`src/rtl/jtag_tap_pkg.sv`:
```
// jtag_tap_pkg: TAP state encoding and instruction opcodes shared by the TAP blocks
package jtag_tap_pkg;
  typedef enum logic [3:0] {
    EXIT2_DR         = 4'h0,
    EXIT1_DR         = 4'h1,
    SHIFT_DR         = 4'h2,
    PAUSE_DR         = 4'h3,
    SELECT_IR        = 4'h4,
    UPDATE_DR        = 4'h5,
    CAPTURE_DR       = 4'h6,
    SELECT_DR        = 4'h7,
    EXIT2_IR         = 4'h8,
    EXIT1_IR         = 4'h9,
    SHIFT_IR         = 4'hA,
    PAUSE_IR         = 4'hB,
    RUN_TEST_IDLE    = 4'hC,
    UPDATE_IR        = 4'hD,
    CAPTURE_IR       = 4'hE,
    TEST_LOGIC_RESET = 4'hF
  } tap_state_t;
  localparam logic [3:0] IR_IDCODE  = 4'b0001;
  localparam logic [3:0] IR_CTRL    = 4'b1000;
  localparam logic [3:0] IR_MEMACC  = 4'b1001;
  localparam logic [3:0] IR_BYPASS  = 4'b1111;
  localparam logic [3:0] IR_CAPTURE = 4'b0101;
endpackage

```
`src/rtl/jtag_tap_fsm.sv`:
```
// jtag_tap_fsm: 1149.1 TAP state register and next-state logic
module jtag_tap_fsm
  import jtag_tap_pkg::*;
(
  input  logic       tck,
  input  logic       rst,
  input  logic       tms,
  output tap_state_t tap_state
);
  tap_state_t nxt;
  always_ff @(posedge tck) tap_state <= rst ? TEST_LOGIC_RESET : nxt;
  always_comb begin
    nxt = TEST_LOGIC_RESET;
    case (tap_state)
      TEST_LOGIC_RESET: nxt = tms ? TEST_LOGIC_RESET : RUN_TEST_IDLE;
      RUN_TEST_IDLE:    nxt = tms ? SELECT_DR : RUN_TEST_IDLE;
      SELECT_DR:        nxt = tms ? SELECT_IR : CAPTURE_DR;
      CAPTURE_DR:       nxt = tms ? EXIT1_DR : SHIFT_DR;
      SHIFT_DR:         nxt = tms ? EXIT1_DR : SHIFT_DR;
      EXIT1_DR:         nxt = tms ? UPDATE_DR : PAUSE_DR;
      PAUSE_DR:         nxt = tms ? EXIT2_DR : PAUSE_DR;
      EXIT2_DR:         nxt = tms ? UPDATE_DR : SHIFT_DR;
      UPDATE_DR:        nxt = tms ? SELECT_DR : RUN_TEST_IDLE;
      SELECT_IR:        nxt = tms ? TEST_LOGIC_RESET : CAPTURE_IR;
      CAPTURE_IR:       nxt = tms ? EXIT1_IR : SHIFT_IR;
      SHIFT_IR:         nxt = tms ? EXIT1_IR : SHIFT_IR;
      EXIT1_IR:         nxt = tms ? UPDATE_IR : PAUSE_IR;
      PAUSE_IR:         nxt = tms ? EXIT2_IR : PAUSE_IR;
      EXIT2_IR:         nxt = tms ? UPDATE_IR : SHIFT_IR;
      UPDATE_IR:        nxt = tms ? SELECT_DR : RUN_TEST_IDLE;
      default:          nxt = TEST_LOGIC_RESET;
    endcase
  end
endmodule

```
`src/rtl/jtag_mem_tap.sv`:
```
// jtag_mem_tap: JTAG TAP with IDCODE, CTRL and MEMACC data registers driving
// the programming controller's request interface, all in the tck domain
module jtag_mem_tap
  import jtag_tap_pkg::*;
#(
  parameter int          MEM_ADDR_WIDTH = 10,
  parameter int          MEM_DATA_WIDTH = 32,
  parameter int          IR_WIDTH       = 4,
  parameter logic [31:0] IDCODE_VAL     = 32'h1000_0001
) (
  input  logic                      tck,
  input  logic                      rst,
  input  logic                      tms,
  input  logic                      tdi,
  output logic                      tdo,
  output logic                      tdo_en,
  output logic                      jtag_en,
  output logic                      jtag_req_pulse,
  output logic                      jtag_we,
  output logic [MEM_ADDR_WIDTH-1:0] jtag_addr,
  output logic [MEM_DATA_WIDTH-1:0] jtag_wdata,
  input  logic [MEM_DATA_WIDTH-1:0] jtag_rdata,
  output logic [3:0]                tap_state
);
  localparam int D = MEM_DATA_WIDTH;
  localparam int N = 1 + MEM_ADDR_WIDTH + MEM_DATA_WIDTH;
  tap_state_t st;
  logic [IR_WIDTH-1:0] ir, ir_sr;
  logic [N-1:0] dr_sr, dr_cap, dr_shift;
  logic is_idcode, is_ctrl, is_memacc, tlr_next, mem_update;
  jtag_tap_fsm u_fsm (.tck(tck), .rst(rst), .tms(tms), .tap_state(st));
  assign tap_state = st;
  assign is_idcode = ir == IR_WIDTH'(IR_IDCODE);
  assign is_ctrl = ir == IR_WIDTH'(IR_CTRL);
  assign is_memacc = ir == IR_WIDTH'(IR_MEMACC);
  // TEST_LOGIC_RESET is only entered from itself or SELECT_IR with tms high
  assign tlr_next = (st == TEST_LOGIC_RESET || st == SELECT_IR) && tms;
  assign mem_update = st == UPDATE_DR && is_memacc;
  assign tdo_en = st == SHIFT_IR || st == SHIFT_DR;
  assign tdo = st == SHIFT_IR ? ir_sr[0] : st == SHIFT_DR ? dr_sr[0] : 1'b0;
  // One shared shift register; tdi enters at the top of the selected DR length
  always_comb begin
    dr_cap = is_idcode ? N'(IDCODE_VAL) : is_ctrl ? N'(jtag_en) :
             is_memacc ? {1'b0, jtag_addr, jtag_rdata} : '0;
    dr_shift = is_idcode ? N'({tdi, dr_sr[31:1]}) : is_memacc ? {tdi, dr_sr[N-1:1]} : N'(tdi);
  end
  always_ff @(posedge tck) begin
    if (rst) begin
      ir             <= IR_WIDTH'(IR_IDCODE);
      ir_sr          <= '0;
      dr_sr          <= '0;
      jtag_en        <= 1'b0;
      jtag_req_pulse <= 1'b0;
      jtag_we        <= 1'b0;
      jtag_addr      <= '0;
      jtag_wdata     <= '0;
    end else begin
      ir             <= tlr_next ? IR_WIDTH'(IR_IDCODE) : st == UPDATE_IR ? ir_sr : ir;
      ir_sr          <= st == CAPTURE_IR ? IR_WIDTH'(IR_CAPTURE) : st == SHIFT_IR ? {tdi, ir_sr[IR_WIDTH-1:1]} : ir_sr;
      dr_sr          <= st == CAPTURE_DR ? dr_cap : st == SHIFT_DR ? dr_shift : dr_sr;
      jtag_en        <= tlr_next ? 1'b0 : (st == UPDATE_DR && is_ctrl) ? dr_sr[0] : jtag_en;
      jtag_req_pulse <= mem_update;
      jtag_we        <= mem_update && dr_sr[N-1];
      jtag_addr      <= mem_update ? dr_sr[N-2:D] : jtag_addr;
      jtag_wdata     <= mem_update ? dr_sr[D-1:0] : jtag_wdata;
    end
  end
endmodule

```
`config.mk`:
```
export PLATFORM = sky130hd
export DESIGN_NAME = jtag_mem_tap
export DESIGN_NICKNAME = d
export VERILOG_FILES = /design/src/rtl/jtag_tap_pkg.sv /design/src/rtl/jtag_tap_fsm.sv /design/src/rtl/jtag_mem_tap.sv
export SDC_FILE = /design/constraint.sdc
export NUM_CORES = 1
export LEC_CHECK = 0
export CAP_MARGIN = 20
export CORE_UTILIZATION = 50
export DETAILED_ROUTE_END_ITERATION = 8
export PLACE_DENSITY = 0.85
export SLEW_MARGIN = 20
export SYNTH_ARGS = -nofsm -noshare
export SYNTH_HDL_FRONTEND = slang
export SYNTH_SLANG_ARGS = --single-unit
```
`constraint.sdc`:
```
create_clock -name tck -period 4.3 [get_ports tck]
set_clock_uncertainty 0.1 [all_clocks]
set_input_delay 0.86 -clock tck [delete_from_list [all_inputs] [get_ports tck]]
set_output_delay 0.86 -clock tck [all_outputs]
set_load 0.005 [all_outputs]
```
==> results.md <==
- Status: finished clean
- Worst skew pair latency: 0.36 ns
- Detailed Route WL: 9600 µm
- Final cycle utilization of the critical path: 0.744
- Fill count: 654
- Die area: 8390 µm²
- Post-synth net total: 512
- Cell family with most CP delay: simple AND/OR/NAND/NOR gates
- Synth top area share: 0.499
- Final Setup Violations: 0
- Clock Sinks: 100
- Min Tclk post-route: approximately 3.2 ns
- Setup bufs post-CTS: 0
- Antenna violations before repair: 0
- Layout cells sized above 1: 0.0772
- WS Path Type: reg -> out
- DP Wirelength: 6350 µm
- Core area: 7730 µm²
- CP max stage cell: dfxtp_1
- Fin. Hold Viols: 0
- Non-filler cells, final: between 600 and 700
- Max-slew violations: 0
- Remaining global-route overflow: 0
- Clock tree buffer depth: 2
- Fmax: ~310 MHz
- Routed via count: 3,619
- Setup TNS: 0 ns
- Die Wd: 91.6 µm
- Placed Cells: 630
- GRT Overall Usage: 0.233
- CTS tree: built
- Diode count: 0
- Number of global-route vias before repair: 3,402
- Relative slew slack: 0.261
- Seq cells post-synth: 100
- Worst hold path type: reg -> reg
- CP max stage delay: 0.68 ns
- Largest net degree at the start of global routing: 48
- DRC: 0
- Largest area contributor in the netlist: dfxtp_1
- Unrepaired setup endpoints after global routing: no
- Worst-path clk slew: around 0.09 ns
- CTS HTree Levels: 3
- CTS root buf: clkbuf_8
- # nets final: 575
- CP bufs+invs: 1
- First-pass DRT Iterations: 5
- Vias per cell: between 5 and 6
- Final ANT Viol Nets: 0
- Peak VDD IR: between 150 and 200 µV
- First-pass GRT wire length: 15,600 µm
- Rows: 32
- Die Height: 91.6 µm
- Wirelength per Cell: 14.9 µm
- Synth Area per Inst: 8.44 µm²
- Synth warn: 0
- Resized Gates After CTS: 0
- Total CTS buffers: 9
- Initial Util: 0.520
- Post-synthesis sequential area ratio: 0.499
- Leak Pwr: between 1.5 and 2 nW
- Post-Syn Area: roughly 4000 µm²
- CP max FO: 29
- CP endpoint kind: primary output
- Num ports: 87
- Crit path arrival time: roughly 2.2 ns
- Crit path required time: 3.34 ns
- Max-cap violations: 0
- Detailed Route Iter0 Violations: 208
- Worst-Margin Slew: about 1.1 ns
- Synth unique cells: 40
- Synthesized instance count: between 400 and 500
- Port Buffers: between 80 and 90
- Worst Setup Start Kind: flip-flop
- Top cells by area, synth: dfxtp_1, nand2_1, a21oi_1
- GPL Wtd Cong: 0.799
- P&R area growth vs syn: 25.9%
- CP Cell Sequence: or3b_4 > nor2_1 > clkdlybuf4s50_1
- PwrDens: 341 nW/µm²
- Hold Buf Count CTS: 0
flip-flops by register name (all words and copies together) (netlist names):
| register | flops |
|---|---|
| dr_sr | 43 |
| jtag_wdata | 32 |
| jtag_addr | 10 |
| ir | 4 |
| ir_sr | 4 |
| u_fsm.tap_state | 4 |
| jtag_en | 1 |
| jtag_req_pulse | 1 |
| jtag_we | 1 |
worst min-delay path, delay by kind of cell, from the launching register on:
family	cells	cell delay [ns]
flops	1	0.32
simple gates	1	0.05
compound gates	1	0.05
cells in the mapped netlist, drive strengths merged:
library cell,instances
a21o,1
a221oi,15
nand2,110
and3,1
a31o,1
and2,4
nor4b,1
a211oi,2
nor2b,2
or3b,3
a31oi,1
o21ai,5
nand3,5
a311oi,1
buf,20
a311o,1
o211a,1
clkbuf,20
nand2b,2
or2,1
and4bb,2
inv,5
a22oi,24
mux2i,5
nor3,16
or3,1
a21oi,64
o221ai,1
mux2,12
a2111oi,1
a211o,2
dfxtp,100
nor3b,2
nor2,44
cell families (layout without fill, tap and decap cells):
kind of cell           after synthesis  count (layout)  synth area share
AND/OR/NAND/NOR                    194             194             0.211
AO/OA/AOI/OAI                      120             120             0.190
flip-flops                         100             100             0.499
multiplexers                        17              17            0.0461
buffers and inverters               45             113            0.0536
routing by layer:
metal	share of wire	global-route usage
met4	0.019	0.0966
met5	0	0
met2	0.49	0.392
met3	0.053	0.0431
met1	0.44	0.293
final timing paths:
path	start	to	slack (ns)	cells after the start
worst min-delay path	jtag_wdata[10]$_SDFFE_PP0P_	jtag_wdata[10]$_SDFFE_PP0P_	0.36	2
worst max register to register	u_fsm.tap_state[2]$_SDFF_PP1_	jtag_wdata[15]$_SDFFE_PP0P_	1.59	5
worst min register to register	jtag_wdata[10]$_SDFFE_PP0P_	jtag_wdata[10]$_SDFFE_PP0P_	0.36	2
worst max-delay path	u_fsm.tap_state[2]$_SDFF_PP1_	tdo	1.10	3
where the power goes:
group	switching, W	internal [W]
Sequential	0.0000308	0.000941
Clock	0.000319	0.000287
Combinational	0.0000717	0.0000750
Total	0.000422	0.00130
placed cells by master (no fill, tap or decap), types with 2 or more instances in the layout:
cell type	synthesis	routed
nand3_1	5	5
a211o_1	2	2
a21oi_1	64	64
nand2_1	110	110
mux2_2	12	12
nor3_1	15	15
o21ai_0	5	5
buf_4	1	6
clkdlybuf4s50_1	0	85
nand2b_1	2	2
nor2_1	43	43
or3b_1	2	2
a211oi_1	2	2
clkbuf_8	0	10
a22oi_1	24	24
a221oi_1	15	15
nor2b_1	2	2
and2_1	4	4
dfxtp_1	100	100
mux2i_1	5	5
inv_1	5	5
layout make-up:
| type | count | area (µm²) | share of cell area |
|---|---|---|---|
| Timing Repair Buffer | 92 | 901 | 0.178 |
| Multi-Input combinational cell | 331 | 1800 | 0.357 |
| Sequential cell | 100 | 2000 | 0.396 |
| Clock inverter | 5 | 60.1 | 0.0119 |
| Tap cell | 102 | 128 | 0.0253 |
| Inverter | 5 | 18.8 | 0.00371 |
| Clock buffer | 11 | 141 | 0.0280 |
metrics by stage:
step                instance area, µm²  utilization  hold WS (ns)  setup WS (ns)  power, W
global placement                  4850        0.628         0.341           1.52   0.00113
finish                            5050        0.654         0.358           1.10   0.00173
global route                      5050        0.654         0.375           1.02   0.00180
detailed placement                4850        0.628         0.347           1.51   0.00114
CTS                               5050        0.654         0.359           1.11   0.00174
floorplan                         4020            -         0.343           2.35   0.00108
No activity file was read; power rests on OpenSTA's default activity.
